### src/rtl/fft_pkg.sv
// Shared constants, drain state encoding and the index bit-reversal helper.
// The FFT core uses the same bitrev() for its twiddle and address logic.
package fft_pkg;

    localparam int DATA_W   = 16;
    localparam int N_POINTS = 16;
    localparam int LOG2_N   = 4;

    typedef enum logic {
        IDLE  = 1'b0,
        DRAIN = 1'b1
    } drain_state_t;

    // Mirror the index bits: bit i of the result is bit LOG2_N-1-i of idx.
    function automatic logic [LOG2_N-1:0] bitrev(input logic [LOG2_N-1:0] idx);
        logic [LOG2_N-1:0] r;
        r = '0;
        for (int i = 0; i < LOG2_N; i++) begin
            r[i] = idx[LOG2_N-1-i];
        end
        return r;
    endfunction

endpackage

### src/rtl/rate_strobe_gen.sv
// Rising-edge detector for the divided-rate bit, which arrives as plain data
// in the system clock domain. The history register resets high so that a rate
// bit already high when reset is released does not look like an edge.
module rate_strobe_gen (
    input  logic clk,
    input  logic rst,
    input  logic rate_clk,
    output logic strobe
);

    logic rate_d;

    // Delayed copy of the rate bit.
    always_ff @(posedge clk) begin
        if (rst) begin
            rate_d <= 1'b1;
        end else begin
            rate_d <= rate_clk;
        end
    end

    assign strobe = rate_clk & ~rate_d;

endmodule

### src/rtl/fft_sample_framer.sv
// Captures one sample per divided-rate edge into a two-bank frame buffer and
// streams each complete frame to the FFT core over valid/ready, optionally in
// bit-reversed index order.
//
//   state | meaning
//   IDLE  | no beat offered; waiting for the read bank to be full
//   DRAIN | offering beat rd_idx of the read bank; advances on i_ready
module fft_sample_framer
    import fft_pkg::*;
#(
    parameter int DATA_W      = fft_pkg::DATA_W,
    parameter int N_POINTS    = fft_pkg::N_POINTS,
    parameter int LOG2_N      = fft_pkg::LOG2_N,
    parameter bit BIT_REVERSE = 1'b1
) (
    input  logic              i_clk,
    input  logic              i_rst,
    input  logic              i_rate_clk,
    input  logic [DATA_W-1:0] i_sample,
    input  logic              i_ready,
    output logic [DATA_W-1:0] o_data,
    output logic [LOG2_N-1:0] o_index,
    output logic              o_valid,
    output logic              o_last,
    output logic              o_overflow
);

    localparam logic [LOG2_N-1:0] LAST_IDX = LOG2_N'(N_POINTS - 1);

    logic                strobe;
    logic [DATA_W-1:0]   frame_buf [2*N_POINTS];
    logic                wr_bank;
    logic                rd_bank;
    logic [LOG2_N-1:0]   wr_idx;
    logic [LOG2_N-1:0]   rd_idx;
    logic [LOG2_N-1:0]   rd_addr;
    logic [1:0]          full;
    drain_state_t        state;
    drain_state_t        state_next;
    logic                capture;
    logic                frame_done;
    logic                beat;
    logic                last_beat;

    rate_strobe_gen u_rate_strobe (
        .clk      (i_clk),
        .rst      (i_rst),
        .rate_clk (i_rate_clk),
        .strobe   (strobe)
    );

    // A strobe into a full write bank is dropped; the banks never coincide
    // while both hold data, so set and clear of full[] never hit the same bit.
    assign capture    = strobe & ~full[wr_bank];
    assign frame_done = capture & (wr_idx == LAST_IDX);
    assign beat       = (state == DRAIN) & i_ready;
    assign last_beat  = beat & (rd_idx == LAST_IDX);
    assign rd_addr    = BIT_REVERSE ? bitrev(rd_idx) : rd_idx;

    // Sample storage: write port only, read asynchronously below.
    always_ff @(posedge i_clk) begin
        if (capture) begin
            frame_buf[{wr_bank, wr_idx}] <= i_sample;
        end
    end

    // Write pointer, bank select and sticky overflow flag.
    always_ff @(posedge i_clk) begin
        if (i_rst) begin
            wr_bank    <= 1'b0;
            wr_idx     <= '0;
            o_overflow <= 1'b0;
        end else begin
            if (capture) begin
                wr_idx <= wr_idx + 1'b1;
                if (frame_done) begin
                    wr_bank <= ~wr_bank;
                end
            end
            if (strobe & full[wr_bank]) begin
                o_overflow <= 1'b1;
            end
        end
    end

    // Bank-full flags: set by the writer, cleared by the last drained beat.
    always_ff @(posedge i_clk) begin
        if (i_rst) begin
            full <= 2'b00;
        end else begin
            if (last_beat) begin
                full[rd_bank] <= 1'b0;
            end
            if (frame_done) begin
                full[wr_bank] <= 1'b1;
            end
        end
    end

    // Drain state register with read pointer and read bank.
    always_ff @(posedge i_clk) begin
        if (i_rst) begin
            state   <= IDLE;
            rd_bank <= 1'b0;
            rd_idx  <= '0;
        end else begin
            state <= state_next;
            if (state == IDLE) begin
                rd_idx <= '0;
            end else if (beat) begin
                rd_idx <= rd_idx + 1'b1;
            end
            if (last_beat) begin
                rd_bank <= ~rd_bank;
            end
        end
    end

    // Drain next-state logic.
    always_comb begin
        state_next = state;
        case (state)
            IDLE:    if (full[rd_bank]) state_next = DRAIN;
            DRAIN:   if (last_beat)     state_next = IDLE;
            default: state_next = IDLE;
        endcase
    end

    // Outputs depend only on registered state, never on i_ready.
    assign o_valid = (state == DRAIN);
    assign o_last  = (state == DRAIN) & (rd_idx == LAST_IDX);
    assign o_index = rd_addr;
    assign o_data  = frame_buf[{rd_bank, rd_addr}];

endmodule

### config.mk
export PLATFORM = sky130hd
export DESIGN_NAME = fft_sample_framer
export DESIGN_NICKNAME = d
export VERILOG_FILES = /design/src/rtl/fft_pkg.sv /design/src/rtl/rate_strobe_gen.sv /design/src/rtl/fft_sample_framer.sv
export SDC_FILE = /design/constraint.sdc
export NUM_CORES = 1
export LEC_CHECK = 0
export BUFFER_PORTS_ARGS = -buffer_cell sky130_fd_sc_hd__clkbuf_2
export CORE_ASPECT_RATIO = 0.75
export CORE_MARGIN = 1.5
export CORE_UTILIZATION = 62
export DETAILED_ROUTE_END_ITERATION = 10
export GPL_TIMING_DRIVEN = 0
export PLACE_DENSITY = 0.77
export SYNTH_ARGS = -nofsm -noshare
export SYNTH_HDL_FRONTEND = slang
export SYNTH_SLANG_ARGS = --single-unit
### constraint.sdc
create_clock -name i_clk -period 2.4 [get_ports i_clk]
set_input_delay 0.36 -clock i_clk [delete_from_list [all_inputs] [get_ports i_clk]]
set_output_delay 0.36 -clock i_clk [all_outputs]
set_load 0.02 [all_outputs]
==> results.md, run 1 <==
* TritonCTS buffer count at 47
* Total GRT Usage at 30.3%
* Multi-input gate area at approximately 5400 µm²
* Worst slew margin at 40.9%
* Post-Synth Simple-Gate Area at under 10%
* Clock latency on the worst-skew pair at ~0.57 ns
* Initial Util at between 60 and 70%
* Nets at 1159
* Power Density at approximately 720 nW/µm²
* EDFF count, synth at between 500 and 600
* Switch share at 19.4%
* Via density at slightly below 7
* Setup TNS at -7.05 ns
* Synth Area in XOR/XNOR at 0.298%
* Largest family of logic cells by synthesized area: multiplexers
* Critical Path Sink Type: output pin
* DIE HEIGHT at about 160 µm
* CTS tree: built
* Worst vdd ir at between 0.001 and 0.0015 V
* Die width at 213 µm
* Synth Net Count at between 1000 and 1500
* Failing checks: setup timing
* Mux cell area share after synthesis at 13.6%
* Asr flop ratio synth at 0%
* Pin count of the biggest net entering global routing at 33
* Worst Skew at between 0.01 and 0.015 ns
* Final Hold Fails at 0
* Flops & latches, synth at roughly 530
* CP cell instances: buf_12 -> buf_12 -> buf_12 -> mux2i_4 -> o221ai_4 -> a21oi_4 -> a211oi_2 -> clkbuf_4
* Drt drc at 0
* Routed WL at 51400 µm
* Hold_ws at between 0.1 and 0.15 ns
* Via count at 10900
* Max-slew violations at 0
* Sequential-to-total area share from yosys stat at ~76%
* CTS Sinks at roughly 530
* Initial DRC Count at approximately 1600
* Hold Path Class: input pin to flip-flop
* FF/Latch Area at 15700 µm²
* Setup Crit Path Kind: flip-flop to output pin
* IO Count at 43
* CP startpoint kind: flip-flop
* Period utilization at 122%
* Worst-Margin Slew at between 0.8 and 0.9 ns
* Worst EP required at between 2 and 2.5 ns
* FMAX at around 340 MHz
* Net load switching power at approximately 0.0034 W
* HPWL after DPL at just over 30000 µm
* Mapped Cells at roughly 1000
* Total gr overflow at 0
* Clock-pin slew on the worst setup and hold paths at roughly 0.07 ns
* Via count of the first global-routing pass at ~11000
* Dominant synthesized flop cell: edfxtp_1
* Syn Area/Cell at 20.4 µm²
* Most common cell after layout, fill and taps aside: edfxtp_1
* Cts-stage hold buffer count at 0
* Reg power frac at 57.2%
* Core Box Area at between 30000 and 40000 µm²
* Drt pass-1 iters at 8
* Worst EP arrival at 2.57 ns
* Clock power share at 41.3%
* Commonest non-fill, non-tap cells in the layout: edfxtp_1, mux2i_1, mux4_2
* Number of nets with antenna violations after routing at 0
* Critical path's most frequent cell: buf_12
* Fin crit period at 2.93 ns
* WL per Instance at about 32 µm
* CP peak stage delay at roughly 0.40 ns
* Max-cap check violation count at 0
* Adder-Cell Fraction of Synth Area at less than 1%
* Number of port buffers at 41
* Bufs on Longest Clock Path at 3
* CTS H-tree lvls at 2
* Int Power at 0.0142 W
* Share of cells above drive strength 1 at 37.8%
* Part of the power in combinational logic at 1.5%
* GPL Wtd Cong at 0.885
* Status: finished with violations
* RSZ-0062 raised after global routing: yes
* Initial antenna violation count at 0
* YS warnings at 0
* Worst-path fanout max at 10
* Setup WS pre-CTS at -0.691 ns
* Syn-to-layout area delta at 19.5%
* Pleak at between 7 and 8 nW
* Synth Area in Compound Gates at under 10%
* Mapped cell area at between 20000 and 25000 µm²
* Slowest-stage cell, CP: dfxtp_4
* Global-route wire length before repair at between 70000 and 80000 µm
* Row cnt at 57
* Root buffer cell: clkbuf_16
* Die ar. at between 30000 and 40000 µm²
* PnR worst setup slack at -0.529 ns
* Diode count at 0
* Unique cell type count in the Yosys netlist at 42
* Fillers at between 1500 and 2000
* Final Util at 75.5%
* Final number of setup-violating endpoints at 16
==> power by group through the flow <==
stage	Sequential [W]	Combinational [W]	Clock, W
finish	0.0101	0.000270	0.00729
global route	0.0101	0.000281	0.00769
CTS	0.0101	0.000258	0.00730
detailed placement	0.0103	0.000246	0
global placement	0.0103	0.000230	0
floorplan	0.0103	0.0000483	0
==> metal layers <==
layer  GRT usage, %  vias to the layer above  part of all wire [%]
met1           45.7                     5630                    40
met5              0                        -                     0
li1               -                     4430                     -
met2           43.9                      684                    45
met4           10.6                        0                   3.6
met3           7.57                      131                    11
==> timing repair <==
| item | CTS | global route |
|---|---|---|
| endpoints found under the setup margin | 375 | 130 |
| setup buffers | 18 | 8 |
| hold endpoints to repair | 0 | 0 |
| gates resized for setup | 207 | 63 |
| gates cloned | 0 | 3 |
| pin swaps | 23 | 18 |
==> cell families (layout without fill, tap and decap cells) <==
kind of cell | Yosys count | after routing
AO/OA/AOI/OAI | 138 | 138
multiplexers | 179 | 179
flip-flops | 527 | 527
XOR/XNOR | 7 | 7
AND/OR/NAND/NOR | 83 | 83
adder cells (fa/ha/maj) | 5 | 5
buffers and inverters | 67 | 231
==> sequential cells by signal (all words and copies together), names as in the netlist <==
register              cells
o_overflow                1
wr_bank                   1
wr_idx                    4
frame_buf               512
o_valid                   1
rd_bank                   1
u_rate_strobe.rate_d      1
full                      2
rd_idx                    4
==> critical path: cells and delay by family (launching register included) <==
family / cells / cell delay (ns)
flip-flops: 1 / 0.40
buffers and inverters: 4 / 0.72
AO/OA/AOI/OAI: 3 / 0.51
multiplexers: 1 / 0.34
==> layout make-up <==
type | count | area share [%]
plain buffers | 59 | 2.94
clock buffers | 69 | 5.34
clock inverters | 16 | 0.586
inverters | 3 | 0.0458
multi-input cells | 412 | 21.8
flip-flops and latches | 527 | 63.8
well taps | 442 | 2.25
repair buffers | 84 | 3.19
==> Yosys cell counts, drive strengths merged, types with 7 or more instances <==
master | number | area [µm²]
a21oi | 21 | 105
o221ai | 16 | 140
buf | 53 | 457
clkbuf | 11 | 52.6
dfxtp | 15 | 300
a22oi | 48 | 360
nand2 | 7 | 26.3
mux4 | 80 | 1810
edfxtp | 512 | 15400
nor2 | 45 | 169
mux2i | 98 | 981
o22ai | 32 | 200
a211oi | 18 | 215
==> through the flow <==
stage | power (W) | cells | instance area [µm²]
final | 0.0177 | 1612 | 24600
after global routing | 0.0181 | 1612 | 24600
after CTS | 0.0177 | 1601 | 24200
after detailed placement | 0.0105 | 1503 | 21600
after global placement | 0.0105 | 1489 | 21300
after floorplan | 0.0103 | 1006 | 20600
==> path summary, 6_finish.rpt <==
path | slack, ns | start | cells past startpoint | end
min | 0.11 | i_rate_clk | 2 | u_rate_strobe.rate_d$_SDFF_PP1_
min reg2reg | 0.55 | full[1]$_SDFF_PP0_ | 2 | full[1]$_SDFF_PP0_
max reg2reg | 0.03 | wr_bank$_SDFFE_PP0P_ | 4 | frame_buf[6][12]$_DFFE_PP_
max | -0.53 | rd_idx[2]$_SDFFE_PP0P_ | 8 | o_data[9]
Power figures use the tool's default switching activity.
==> inputs of run 2 (changes only) <==
--- a/config.mk
+++ b/config.mk
@@ -11,6 +11,7 @@
 export CORE_UTILIZATION = 62
 export DETAILED_ROUTE_END_ITERATION = 10
 export GPL_TIMING_DRIVEN = 0
+export MAX_ROUTING_LAYER = met4
 export PLACE_DENSITY = 0.77
 export SYNTH_ARGS = -nofsm -noshare
 export SYNTH_HDL_FRONTEND = slang
==> run 2 against run 1 <==
The flow still finishes with violations (setup timing). Global-route usage rose by 0.97 points. Clock power barely moved. Cell count rose by 1.3%. Total power rose by 0.22%. Count of clock-buffer cells in the layout did not move. Combinational power barely moved. Maximum frequency rose by 0.80%. Register-to-register slack improved by 0.03 ns. Critical path type unchanged.
==> results.md, run 2 (same netlist as run 1, synthesis figures left out) <==
* Root buffer cell: clkbuf_16
* Cells after DPL at 1503 (unchanged)
* Worst vdd ir at 0.00126 V (+0.15%)
* Bufs on Longest Clock Path at 3 (unchanged)
* Die width at 213 µm (unchanged)
* Via density at 6.74 (about the same)
* Status: finished with violations
* FF/Latch Area at 15700 µm² (unchanged)
* Worst Skew at 0.00902 ns (-0.00203 ns)
* Cell Count, Final, Fillers Out at 1633 (+1.3%)
* Most common cell after layout, fill and taps aside: edfxtp_1
* M1 GR Usage at 47.0% (+1.3 points)
* Multi-input gate area at 5300 µm² (-1.1%)
* Fin crit period at 2.91 ns (-0.0232 ns)
* Number of port buffers at 41 (unchanged)
* Worst slew margin at 41.3% (+0.38 points)
* Initial antenna violation count at 0 (unchanged)
* Worst-Margin Slew at 0.881 ns (-0.00563 ns)
* Drt pass-1 iters at 5 (-3)
* Routed WL at 52700 µm (+2.5%)
* Busiest grt layer: met1
* Share of cells above drive strength 1 at 38.5% (+0.68 points)
* Slowest-stage cell, CP: mux4_2
* Hold Path Class: input pin to flip-flop
* FMAX at 344 MHz (+0.80%)
* Row cnt at 57 (unchanged)
* Bufs and invs on worst path at 3 (-1)
* Max-cap check violation count at 0 (unchanged)
* Met2 Usage GRT at 43.7% (-0.12 points)
* CTS tree: built
* CTS H-tree lvls at 2 (unchanged)
* TritonCTS buffer count at 47 (unchanged)
* Fillers at 1701 (-2.1%)
* HPWL after DPL at 30200 µm (unchanged)
* CP startpoint kind: flip-flop
* Diode count at 0 (unchanged)
* Power Density at 712 nW/µm² (-0.97%)
* Worst-path fanout max at 5 (-5)
* CP cell instances: buf_12 -> buf_12 -> mux4_2 -> a22oi_2 -> a211oi_2 -> buf_2
* Global-route wire length before repair at 72100 µm (+0.40%)
* RSZ-0062 raised after global routing: yes
* Syn-to-layout area delta at 20.9%
* Cts-stage hold buffer count at 0 (unchanged)
* Via count at 11000 (+1.3%)
* Final number of setup-violating endpoints at 16 (unchanged)
* Largest registers: frame_buf: 512 flops, rd_idx: 4 flops, wr_idx: 4 flops
* Drt drc at 0 (unchanged)
* GPL Wtd Cong at 0.900 (+1.7%)
* Power, Total at 0.0177 W (+0.22%)
* Clock latency on the worst-skew pair at 0.57 ns (about the same)
* Largest Register: frame_buf
* DIE HEIGHT at 161 µm (unchanged)
* Pin count of the biggest net entering global routing at 33 (unchanged)
* PnR worst setup slack at -0.506 ns (+0.0232 ns)
* Final Hold Fails at 0 (unchanged)
* Met3 usage at 6.08% (-1.5 points)
* IO Count at 43 (unchanged)
* Total gr overflow at 0 (unchanged)
* Die ar. at 34300 µm² (unchanged)
* Number of nets with antenna violations after routing at 0 (unchanged)
* Clock-pin slew on the worst setup and hold paths at 0.07 ns (about the same)
* Worst EP arrival at 2.55 ns (-0.02 ns)
* CTS Sinks at 527 (unchanged)
* Failing checks: setup timing
* Max-slew violations at 0 (unchanged)
* Hold_ws at 0.109 ns (-0.000201 ns)
* Largest register FFs at 512 (unchanged)
* Critical Path Sink Type: output pin
* Total GRT Usage at 31.3% (+0.97 points)
* Setup WS pre-CTS at -0.691 ns (unchanged)
* Pleak at 7.53 nW (+2.2%)
* WL per Instance at 32.3 µm (+1.2%)
* Via count of the first global-routing pass at 10500 (-0.038%)
* Initial DRC Count at 1598 (+3.0%)
* CP peak stage delay at 0.51 ns (+0.11 ns)
* Core Box Area at 32500 µm² (unchanged)
* Initial Util at 63.2% (unchanged)
* Nets at 1180 (+1.8%)
* CP top delay family: compound AO/OA/AOI/OAI gates
* Critical path's most frequent cell: buf_12
* Worst EP required at 2.04 ns (about the same)
* Setup Crit Path Kind: flip-flop to output pin
* Commonest non-fill, non-tap cells in the layout: edfxtp_1, mux2i_1, mux4_2
* Period utilization at 121% (-0.97 points)
* Final Util at 76.4% (+0.90 points)
run 2: changes by cell type in the layout (fill, tap and decap cells not counted), sizes merged:
cell    previous run  this run
buf              102       114
clkbuf           110       119
run 2: per-stage QoR:
stage	instance area, µm²	TNS, ns
after global placement	21300	-267.87
final	24900	-7.38
after floorplan	20600	0
after global routing	24900	-7.72
after detailed placement	21600	-106.06
after CTS	24200	-7.04
run 2: area by class of cell:
class | count | share of cell area [%]
multi-input combinational | 412 | 21.3
timing repair buffer | 105 | 4.47
inverter | 3 | 0.0453
tap | 442 | 2.22
sequential | 527 | 63.1
clock buffer | 69 | 5.28
buffer | 59 | 3.01
clock inverter | 16 | 0.579
run 2: worst reg2reg max path, delay by kind of cell (launching register included):
family        cells  cell delay, ns
simple gates      2            0.61
mux               1            0.30
flops             1            0.36
buf+inv           3            0.77
run 2: metal layers:
metal / share of wire (%) / up-vias
met3: 11 / 115
met1: 40 / 5754
met5: 0 / -
li1: - / 4471
met4: 3.2 / 0
met2: 46 / 672
run 2: final timing paths:
| check | startpoint | endpoint | slack (ns) | depth (start not counted) |
|---|---|---|---|---|
| min reg2reg | full[1]$_SDFF_PP0_ | full[1]$_SDFF_PP0_ | 0.55 | 2 |
| min | i_rate_clk | u_rate_strobe.rate_d$_SDFF_PP1_ | 0.11 | 2 |
| max | rd_idx[2]$_SDFFE_PP0P_ | o_data[12] | -0.51 | 6 |
| max reg2reg | wr_bank$_SDFFE_PP0P_ | frame_buf[19][12]$_DFFE_PP_ | 0.06 | 6 |
run 2: power breakdown:
| part | internal (W) | switching, W |
|---|---|---|
| Clock | 0.00410 | 0.00322 |
| Combinational | 0.0000405 | 0.000232 |
| Sequential | 0.0101 | 0.00000540 |
| Total | 0.0142 | 0.00346 |
run 2: repair_timing:
item,CTS,global route
setup buffers,18,21
gates cloned,0,11
pin swaps,23,12
endpoints found under the setup margin,375,131
gates resized for setup,207,56
==> inputs of run 3 (changes only) <==
--- a/config.mk
+++ b/config.mk
@@ -13,6 +13,7 @@
 export GPL_TIMING_DRIVEN = 0
 export MAX_ROUTING_LAYER = met4
 export PLACE_DENSITY = 0.77
+export RECOVER_POWER = 50
 export SYNTH_ARGS = -nofsm -noshare
 export SYNTH_HDL_FRONTEND = slang
 export SYNTH_SLANG_ARGS = --single-unit
==> run 3 against run 2 <==
Core utilization fell by 0.089 points. Flip-flop and latch count did not move. Count of clock-buffer cells in the layout is the same. Wire length shrank 0.22%. The flow finishes with violations (capacitance limit, slew limit, setup timing). Largest power group unchanged. Cell area fell by 0.12%. Clock skew rose by 0.0033 ns. Die area is the same. Cell count stayed put. First-iteration DRC count grew 5.2%. Global-route usage unchanged.
==> results.md, run 3 (same netlist as run 1, synthesis figures left out) <==
* Status: finished with violations
* Failing checks: capacitance limit, slew limit, setup timing
* Setup Crit Path Kind: flip-flop to output pin
* Clock latency on the worst-skew pair at 0.57 ns (about the same)
* Commonest non-fill, non-tap cells in the layout: edfxtp_1, mux2i_1, mux4_2
* Number of nets with antenna violations after routing at 0 (unchanged)
* Total gr overflow at 0 (unchanged)
* Drt pass-1 iters at 5 (unchanged)
* Routed WL at 52500 µm (-0.22%)
* Die width at 213 µm (unchanged)
* Number of port buffers at 41 (unchanged)
* CP peak stage delay at 0.51 ns (about the same)
* Nets at 1180 (unchanged)
* Worst slew margin at -25.4% (-67 points)
* Worst EP required at 2.04 ns (about the same)
* Core Box Area at 32500 µm² (unchanged)
* Bufs on Longest Clock Path at 3 (unchanged)
* Power Density at 712 nW/µm² (about the same)
* Global-route wire length before repair at 72100 µm (unchanged)
* Worst-path fanout max at 5 (unchanged)
* TritonCTS buffer count at 47 (unchanged)
* Hold Path Class: input pin to flip-flop
* Largest register FFs at 512 (unchanged)
* Initial Util at 63.2% (unchanged)
* Initial DRC Count at 1681 (+5.2%)
* Drt drc at 0 (unchanged)
* PnR worst setup slack at -0.517 ns (-0.0115 ns)
* Fin crit period at 2.92 ns (+0.0115 ns)
* Via count at 11000 (+0.11%)
* Root buffer cell: clkbuf_16
* IO Count at 43 (unchanged)
* Worst Skew at 0.0123 ns (+0.00331 ns)
* Share of cells above drive strength 1 at 36.9% (-1.6 points)
* Clock-pin slew on the worst setup and hold paths at 0.07 ns (about the same)
* Pin count of the biggest net entering global routing at 33 (unchanged)
* Cell Count, Final, Fillers Out at 1633 (unchanged)
* WL per Instance at 32.2 µm (-0.22%)
* Die ar. at 34300 µm² (unchanged)
* Final number of setup-violating endpoints at 381 (+365)
* Pleak at 7.48 nW (-0.66%)
* Total GRT Usage at 31.3% (unchanged)
* FMAX at 343 MHz (-0.39%)
* GPL Wtd Cong at 0.900 (unchanged)
* Worst-Margin Slew at 1.88 ns (+1.00 ns)
* RSZ-0062 raised after global routing: yes
* Worst vdd ir at 0.00125 V (-0.69%)
* CP startpoint kind: flip-flop
* Cts-stage hold buffer count at 0 (unchanged)
* Largest Register: frame_buf
* Period utilization at 122% (+0.48 points)
* Final Util at 76.3% (-0.089 points)
* Max-slew violations at 528 (+528)
* Critical path's most frequent cell: buf_12
* Cells after DPL at 1503 (unchanged)
* CTS H-tree lvls at 2 (unchanged)
* Slowest-stage cell, CP: mux4_2
* Via count of the first global-routing pass at 10500 (unchanged)
* HPWL after DPL at 30200 µm (unchanged)
* Via density at 6.75 (+0.11%)
* DIE HEIGHT at 161 µm (unchanged)
* Diode count at 0 (unchanged)
* Row cnt at 57 (unchanged)
* CTS Sinks at 527 (unchanged)
* Initial antenna violation count at 0 (unchanged)
* Setup TNS at -61.86 ns (-54.47 ns)
* CTS tree: built
* Worst EP arrival at 2.56 ns (about the same)
* Final Hold Fails at 0 (unchanged)
* CP cell instances: buf_12 -> buf_12 -> mux4_2 -> a22oi_2 -> a211oi_2 -> buf_2
* Largest registers: frame_buf: 512 flops, rd_idx: 4 flops, wr_idx: 4 flops
* Critical Path Sink Type: output pin
* Most common cell after layout, fill and taps aside: edfxtp_1
* Max-cap check violation count at 16 (+16)
* Syn-to-layout area delta at 20.8%
run 3: final cells by class:
class                   instances  area [µm²]
multi-input cells             412        5290
clock buffers                  69        1310
well taps                     442         553
repair buffers                105        1090
flip-flops and latches        527       15700
inverters                       3        11.3
clock inverters                16         144
fillers                      1708        7690
plain buffers                  59         748
run 3: routing by layer:
layer | part of all wire [%] | GRT usage (%) | vias to the layer above
li1 | - | - | 4471
met1 | 39 | 47.0 | 5713
met2 | 46 | 43.7 | 726
met3 | 11 | 6.08 | 114
met4 | 3.4 | 10.5 | 0
met5 | 0 | - | -
run 3: critical path, delay by kind of cell, from the launching register on:
| family | cells | cell delay, ns |
|---|---|---|
| buf+inv | 3 | 0.48 |
| compound gates | 2 | 0.56 |
| flops | 1 | 0.43 |
| mux | 1 | 0.51 |
run 3: power by group:
part	leakage, nW	switching [W]	internal (W)	total (W)
registers	4.73	0.00000557	0.0101	0.0101
logic	2.05	0.000231	0.0000356	0.000267
clock network	0.706	0.00321	0.00410	0.00731
run 3: timing repair:
| item | CTS | global route |
|---|---|---|
| endpoints found under the setup margin | 375 | 131 |
| setup buffers | 18 | 21 |
| pin swaps | 23 | 12 |
| cloned | 0 | 11 |
| gates resized for setup | 207 | 56 |
run 3: worst paths after layout:
path / depth (start not counted) / end / startpoint / slack (ns)
min: 2 / u_rate_strobe.rate_d$_SDFF_PP1_ / i_rst / 0.13
min reg2reg: 2 / full[1]$_SDFF_PP0_ / full[1]$_SDFF_PP0_ / 0.55
max: 6 / o_data[12] / rd_idx[2]$_SDFFE_PP0P_ / -0.52
max reg2reg: 5 / frame_buf[24][12]$_DFFE_PP_ / wr_bank$_SDFFE_PP0P_ / -0.27
run 3: through the flow:
stage | cell area (µm²) | hold slack (ns) | total power (W) | setup slack, ns
after floorplan | 20600 | 0.459 | 0.0103 | 0.164
after global placement | 21300 | 0.498 | 0.0105 | -0.718
after detailed placement | 21600 | 0.523 | 0.0105 | -0.691
after CTS | 24200 | 0.0779 | 0.0177 | -0.475
after global routing | 24800 | 0.109 | 0.0181 | -0.516
final | 24800 | 0.132 | 0.0177 | -0.517
